--- src/rtl/fma16_normround.sv ---
// fma16_normround: normalize, round and pack the fmaadd raw sum into binary16.
// S1 counts leading zeros and shifts; S2 rounds, adjusts the exponent and packs.
module fma16_normround #(
    parameter int NF  = 10,
    parameter int NE  = 5,
    parameter int SMW = 22,
    parameter int SEW = 7
) (
    input  logic           clk,
    input  logic           reset,
    input  logic           in_valid,
    output logic           in_ready,
    input  logic [SMW-1:0] in_sm,
    input  logic [SEW-1:0] in_se,
    input  logic           in_ss,
    input  logic           in_sticky,
    input  logic           in_zsign,
    input  logic           in_nan,
    input  logic           in_inf,
    input  logic           in_invalid,
    input  logic [1:0]     roundmode,
    output logic           out_valid,
    input  logic           out_ready,
    output logic [NE+NF:0] result,
    output logic [3:0]     flags
);

    typedef struct packed {
        logic [NF:0] sig;
        logic        g;
        logic        s;
        logic [8:0]  re;
        logic        sign;
        logic [1:0]  mode;
        logic        nan;
        logic        inf;
        logic        zero;
        logic        inv;
        logic        zsign;
    } s1_t;

    s1_t            s1_d, s1_q;
    logic           s1_valid_d, s1_valid_q;
    logic           s2_valid_d, s2_valid_q;
    logic [NE+NF:0] result_d, result_q;
    logic [3:0]     flags_d, flags_q;

    logic           s1_adv, s2_adv;

    // S1 datapath
    logic [4:0]        lead;
    logic [8:0]        re;
    logic [8:0]        neg;
    logic [4:0]        sh;
    logic [SMW-1:0]    norm;
    logic [SMW+23:0]   ext;

    // S2 datapath
    logic              lsb, inexact, inc, tiny, ovf, to_inf;
    logic [NF+1:0]     rsum;
    logic [8:0]        e;
    logic [NF-1:0]     frac;
    logic [NE+NF:0]    pk_res;
    logic [3:0]        pk_flg;

    assign s2_adv    = ~s2_valid_q | out_ready;
    assign s1_adv    = ~s1_valid_q | s2_adv;
    assign in_ready  = s1_adv;
    assign out_valid = s2_valid_q;
    assign result    = result_q;
    assign flags     = flags_q;

    always_comb begin
        lead = '0;
        for (int i = 0; i < SMW; i++) begin
            if (in_sm[i]) lead = 5'(i);
        end
        re   = {{(9-SEW){in_se[SEW-1]}}, in_se} + {4'b0, lead} - 9'd20;
        neg  = '0;
        sh   = '0;
        // Subnormal: align so bit NF carries weight 2^-14
        if (re[8] || re == 9'd0) begin
            neg = 9'd1 - re;
            sh  = (neg > 9'd24) ? 5'd24 : neg[4:0];
        end
        norm = in_sm << (5'd21 - lead);
        ext  = {norm, 24'b0} >> sh;

        s1_d.sig   = ext[SMW+23 -: NF+1];
        s1_d.g     = ext[SMW+12];
        s1_d.s     = (|ext[SMW+11:0]) | in_sticky;
        s1_d.re    = re;
        s1_d.sign  = in_ss;
        s1_d.mode  = roundmode;
        s1_d.nan   = in_nan;
        s1_d.inf   = in_inf;
        s1_d.zero  = (in_sm == '0) & ~in_sticky;
        s1_d.inv   = in_invalid;
        s1_d.zsign = in_zsign;

        if (!(s1_adv && in_valid)) s1_d = s1_q;
        s1_valid_d = s1_adv ? in_valid : s1_valid_q;
    end

    always_comb begin
        lsb     = s1_q.sig[0];
        inexact = s1_q.g | s1_q.s;
        inc     = 1'b0;
        unique case (s1_q.mode)
            2'b00: inc = 1'b0;
            2'b01: inc = s1_q.g & (s1_q.s | lsb);
            2'b10: inc = s1_q.sign & inexact;
            2'b11: inc = ~s1_q.sign & inexact;
        endcase

        rsum = {1'b0, s1_q.sig} + {{(NF+1){1'b0}}, inc};
        tiny = s1_q.re[8] | (s1_q.re == 9'd0);
        if (tiny) begin
            e    = {8'b0, rsum[NF]};
            frac = rsum[NF-1:0];
        end else if (rsum[NF+1]) begin
            e    = s1_q.re + 9'd1;
            frac = rsum[NF:1];
        end else begin
            e    = s1_q.re;
            frac = rsum[NF-1:0];
        end

        ovf    = ~e[8] & (e >= 9'd31);
        to_inf = (s1_q.mode == 2'b01)
               | ((s1_q.mode == 2'b11) & ~s1_q.sign)
               | ((s1_q.mode == 2'b10) & s1_q.sign);

        if (s1_q.nan) begin
            pk_res = 16'h7E00;
            pk_flg = {s1_q.inv, 3'b000};
        end else if (s1_q.inf) begin
            pk_res = {s1_q.sign, 15'h7C00};
            pk_flg = {s1_q.inv, 3'b000};
        end else if (s1_q.zero) begin
            pk_res = {s1_q.zsign, 15'h0000};
            pk_flg = {s1_q.inv, 3'b000};
        end else if (ovf) begin
            pk_res = {s1_q.sign, to_inf ? 15'h7C00 : 15'h7BFF};
            pk_flg = {s1_q.inv, 3'b101};
        end else begin
            pk_res = {s1_q.sign, e[NE-1:0], frac};
            pk_flg = {s1_q.inv, 1'b0, tiny & inexact, inexact};
        end

        s2_valid_d = s2_adv ? s1_valid_q : s2_valid_q;
        result_d   = result_q;
        flags_d    = flags_q;
        if (s2_adv && s1_valid_q) begin
            result_d = pk_res;
            flags_d  = pk_flg;
        end
    end

    always_ff @(posedge clk or posedge reset) begin
        if (reset) begin
            s1_valid_q <= 1'b0;
            s1_q       <= '0;
            s2_valid_q <= 1'b0;
            result_q   <= '0;
            flags_q    <= '0;
        end else begin
            s1_valid_q <= s1_valid_d;
            s1_q       <= s1_d;
            s2_valid_q <= s2_valid_d;
            result_q   <= result_d;
            flags_q    <= flags_d;
        end
    end

endmodule
--- config.mk ---
export PLATFORM = sky130hd
export DESIGN_NAME = fma16_normround
export DESIGN_NICKNAME = d
export VERILOG_FILES = /design/src/rtl/fma16_normround.sv
export SDC_FILE = /design/constraint.sdc
export NUM_CORES = 1
export LEC_CHECK = 0
export BUFFER_PORTS_ARGS = -buffer_cell sky130_fd_sc_hd__buf_2
export CAP_MARGIN = 20
export CORE_MARGIN = 4
export CORE_UTILIZATION = 30
export DETAILED_ROUTE_END_ITERATION = 10
export GPL_TIMING_DRIVEN = 0
export HOLD_SLACK_MARGIN = 0.03
export SETUP_SLACK_MARGIN = 0.15
export SLEW_MARGIN = 20
export SYNTH_ARGS = -nofsm -noshare
export SYNTH_HDL_FRONTEND = slang
export SYNTH_SLANG_ARGS = --single-unit
--- constraint.sdc ---
create_clock -name clk -period 6.56 [get_ports clk]
set_input_delay 0.328 -clock clk [delete_from_list [all_inputs] [get_ports clk]]
set_output_delay 0.328 -clock clk [all_outputs]
set_load 0.005 [all_outputs]
==> impl_metrics.py <==
metrics = {
    "synth": {
        "synth_edf_count": 0,
        "syn-cell-area_sq_um": 5930,
        "synthFlopType": "dfrtp_1",
        "seq_area_frac_synth_pct": 22.0,
        "yosys.area_share.simple_pct": 23.4,
        "synth_xor_xnor_area_share_pct": 3.80,
        "muxShareOfSynthArea_pct": 7.91,
        "synth_nets": 827,
        "synth_top_family_by_area": "compound AO/OA/AOI/OAI gates",
        "synth_compound_area_share_pct": 33.5,
        "syn_avg_cell_area_sq_um": 7.74,
        "synth_cell_types": 91,
        "synth_seq_cells": 52,
        "async_reset_ff_share_pct": 100,
        "synth_fa_ha_area_share_pct": 4.35,
        "yosysWarnings": 0,
        "syn-instance-count": 766,
    },
    "floorplan": {
        "dieArea_sq_um": 22100,
        "start_util_pct": 30.5,
        "die_x_um": 149,
        "die_h_um": 149,
        "io_pins": 63,
        "core_sq_um": 19500,
        "rows": 51,
    },
    "clocking": {
        "clk_latency_ns": 0.30,
        "cts_inserted_buffers": 5,
        "cts_buffer_depth": 2,
        "cts-root-buf": "clkbuf_16",
        "clk_pin_slew_ns": 0.07,
        "htreeDepth": 2,
        "post_cts_buffers": 0,
        "cts_tree": "yes",
        "cts.sinks": 52,
    },
    "timing": {
        "fin_tns_setup_ns": 0,
        "period_minus_slack_ns": 5.84,
        "min_period_over_period_pct": 89.0,
        "hold_viol_final": 0,
        "relSlewSlack_pct": 38.9,
        "rsz0062_at_grt": "false",
        "max_freq_ghz": 0.171,
        "maxSlewViolCount": 0,
        "setup_viol": 0,
        "holdWs_ns": 0.265,
        "tightest_slew_ns": 0.909,
        "skew_ns": 0.00811,
    },
    "worst_setup_path": {
        "crit_type": "input port to register",
        "required_ns": 6.72,
        "r2r_slack_ns": 2.17,
        "worstPathMaxFanout": 10,
        "reg2reg_from": "s1_q[5]",
        "crit_path_end_kind": "register",
        "startpoint_type": "input port",
        "r2r_cells": 19,
        "regToRegEndpoint": "result[9]",
        "crit_arrival_ns": 6.00,
    },
    "route": {
        "wl_per_cell_um": 16.0,
        "viasPerCell": 5.55,
        "drc": 0,
        "firstDrtPassIters": 6,
        "drt_iter0_markers": 518,
        "wl_um": 17600,
        "ant_nets": 0,
        "vias": 6109,
    },
    "power": {
        "power.total_mw": 1.46,
        "p_per_area_nw_per_um2": 216,
        "peakVddDrop_uv": 101,
        "leakage_nw": 2.79,
    },
    "final_layout": {
        "antennaDiodeCount": 0,
        "layout-drive-gt1-share_pct": 16.3,
        "fin_util_pct": 34.7,
        "fin_nets": 895,
        "synthToLayoutAreaGrowth_pct": 14.1,
        "seq_area_sq_um": 1300,
        "multi_input_area_sq_um": 4330,
        "fillers": 2066,
    },
    "global_routing": {
        "grt_max_degree": 35,
        "grt_pass1_vias": 5870,
        "antenna_found_initial": 1,
        "grt_overflow_total": 0,
        "track_usage_pct": 15.9,
        "grt_pass1_wl_um": 29500,
    },
    "placed_design": {
        "hpwlAfterDp_um": 14300,
        "io_buffers": 59,
        "routabilityCongestion": 0.925,
    },
    "hold_path": {
        "min_to": "s1_q[1]",
        "hold_path_depth": 2,
        "hold_path.startpoint": "in_invalid",
        "min_path_type": "input port to register",
    },
    "job": {
        "cap_violations": 0,
    },
    "run_status": {
        "status": "completed",
    },
}
worst max-delay path, stage by stage:
cell and delay [ns]:
buf_2 0.14, nand2b_1 0.15, a221oi_1 0.40, o211a_4 0.27
o21ai_4 0.06, buf_6 0.18, inv_4 0.10, buf_6 0.18
ha_1 0.16, ha_1 0.17, inv_1 0.06, fa_1 0.42
nand2b_1 0.17, a21oi_1 0.30, mux2_2 0.37, and3_1 0.17
a32o_1 0.22, buf_2 0.17, nand3_1 0.18, buf_2 0.27
buf_1 0.41, mux2i_1 0.35, nand3_1 0.11, a211o_1 0.31
o31ai_2 0.19, a41oi_1 0.13
cells in the mapped netlist, types with 3 or more instances:
cell       count  area [sq um]
a21o_1         9          67.6
o31ai_1        9          67.6
a22oi_1        6          45.0
nor2_1        56           210
o2111ai_1      3          26.3
mux2i_1       24           240
a2111oi_0      3          26.3
xor2_1        10          87.6
a221oi_1       6          52.6
o211ai_1      18           135
o21a_1         6          45.0
and2_1         8          50.1
nor4_2         3          37.5
buf_2          8          40.0
nor4_1         7          43.8
o22ai_1       16           100
o21ai_1        7          35.0
o21ai_0       47           235
dfrtp_1       52          1300
a22o_1        17           149
a211o_1        4          35.0
nand2b_1      10          62.6
inv_1         31           116
nand2_1      105           394
and3_1         9          56.3
or2_1          4          25.0
nand4_1        8          50.1
a21oi_1       56           280
xnor2_1        8          70.1
nand3_1       33           165
buf_1          4          15.0
buf_6          4          45.0
o221ai_1       3          26.3
clkbuf_1      21          78.8
nor3_1        24           120
a31oi_1        7          43.8
o221ai_2       3          45.0
o32ai_1        3          26.3
a211oi_1      13          97.6
ha_1          19           238
mux2_2        15           169
nor2b_1        4          25.0
flip-flops by register name, indices dropped and copies added (netlist names):
signal      count
lsb             1
result         16
s1_q           29
out_valid       1
flags           4
s1_valid_q      1
area by class of cell:
cell class                      count  area share [%]
Buffer                             37            2.66
Clock buffer                        5            1.85
Clock inverter                      3           0.685
Inverter                           32            1.81
Multi-Input combinational cell    645            64.0
Sequential cell                    52            19.2
Tap cell                          265            4.90
Timing Repair Buffer               61            4.81
routing by layer:
metal	share of wire, %	track usage, %
met5	0	0
met4	2.4	4.99
met3	6.3	1.52
met2	47	27.0
met1	44	21.3
cell usage in the layout (no fill, tap or decap), types with 10 or more instances in the layout:
cell type  Yosys  final
clkbuf_1      21     20
o211ai_1      18     18
nand2_1      105    105
nand3_1       33     33
mux2_2        15     15
nor3_1        24     24
o22ai_1       16     16
xor2_1        10     10
buf_2          8     67
mux2i_1       24     24
a21oi_1       56     56
a211oi_1      13     13
ha_1          19     19
nand2b_1      10     10
a22o_1        17     17
nor2_1        56     56
inv_1         31     30
o21ai_0       47     47
dfrtp_1       52     52
logic make-up after synthesis:
kind of cell / count (synthesis)
AND/OR/NAND/NOR: 287
AO/OA/AOI/OAI: 275
multiplexers: 42
XOR/XNOR: 21
adder cells (fa/ha/maj): 20
buffers and inverters: 69
flip-flops: 52
repair_timing:
item	CTS	global route
endpoints found under the setup margin	0	1
hold buffers	1	0
hold endpoints to repair	17	0
gates resized for setup	0	3
stage by stage:
stage / setup slack (ns) / instances / cell area, sq um
after floorplan: 1.29 / 766 / 5930
after CTS: 0.569 / 1100 / 6760
final: 0.722 / 1100 / 6760
after global placement: 0.245 / 1090 / 6560
after global routing: 0.271 / 1100 / 6760
after detailed placement: 0.274 / 1091 / 6580
worst max path at each step:
stage | startpoint | cells after the start | end
after floorplan | in_sm[2] | 25 | s1_q[17]
after global routing | in_sm[2] | 27 | s1_q[17]
after detailed placement | in_sm[18] | 25 | s1_q[17]
final | in_sm[2] | 26 | s1_q[17]
after CTS | in_sm[18] | 25 | s1_q[17]
after global placement | in_sm[18] | 25 | s1_q[17]
power breakdown:
| group | internal [mW] | switching, mW |
|---|---|---|
| registers | 0.381 | 0.0519 |
| clock network | 0.181 | 0.118 |
| logic | 0.287 | 0.440 |
| total | 0.850 | 0.610 |
No activity file was read; power rests on OpenSTA's default activity.
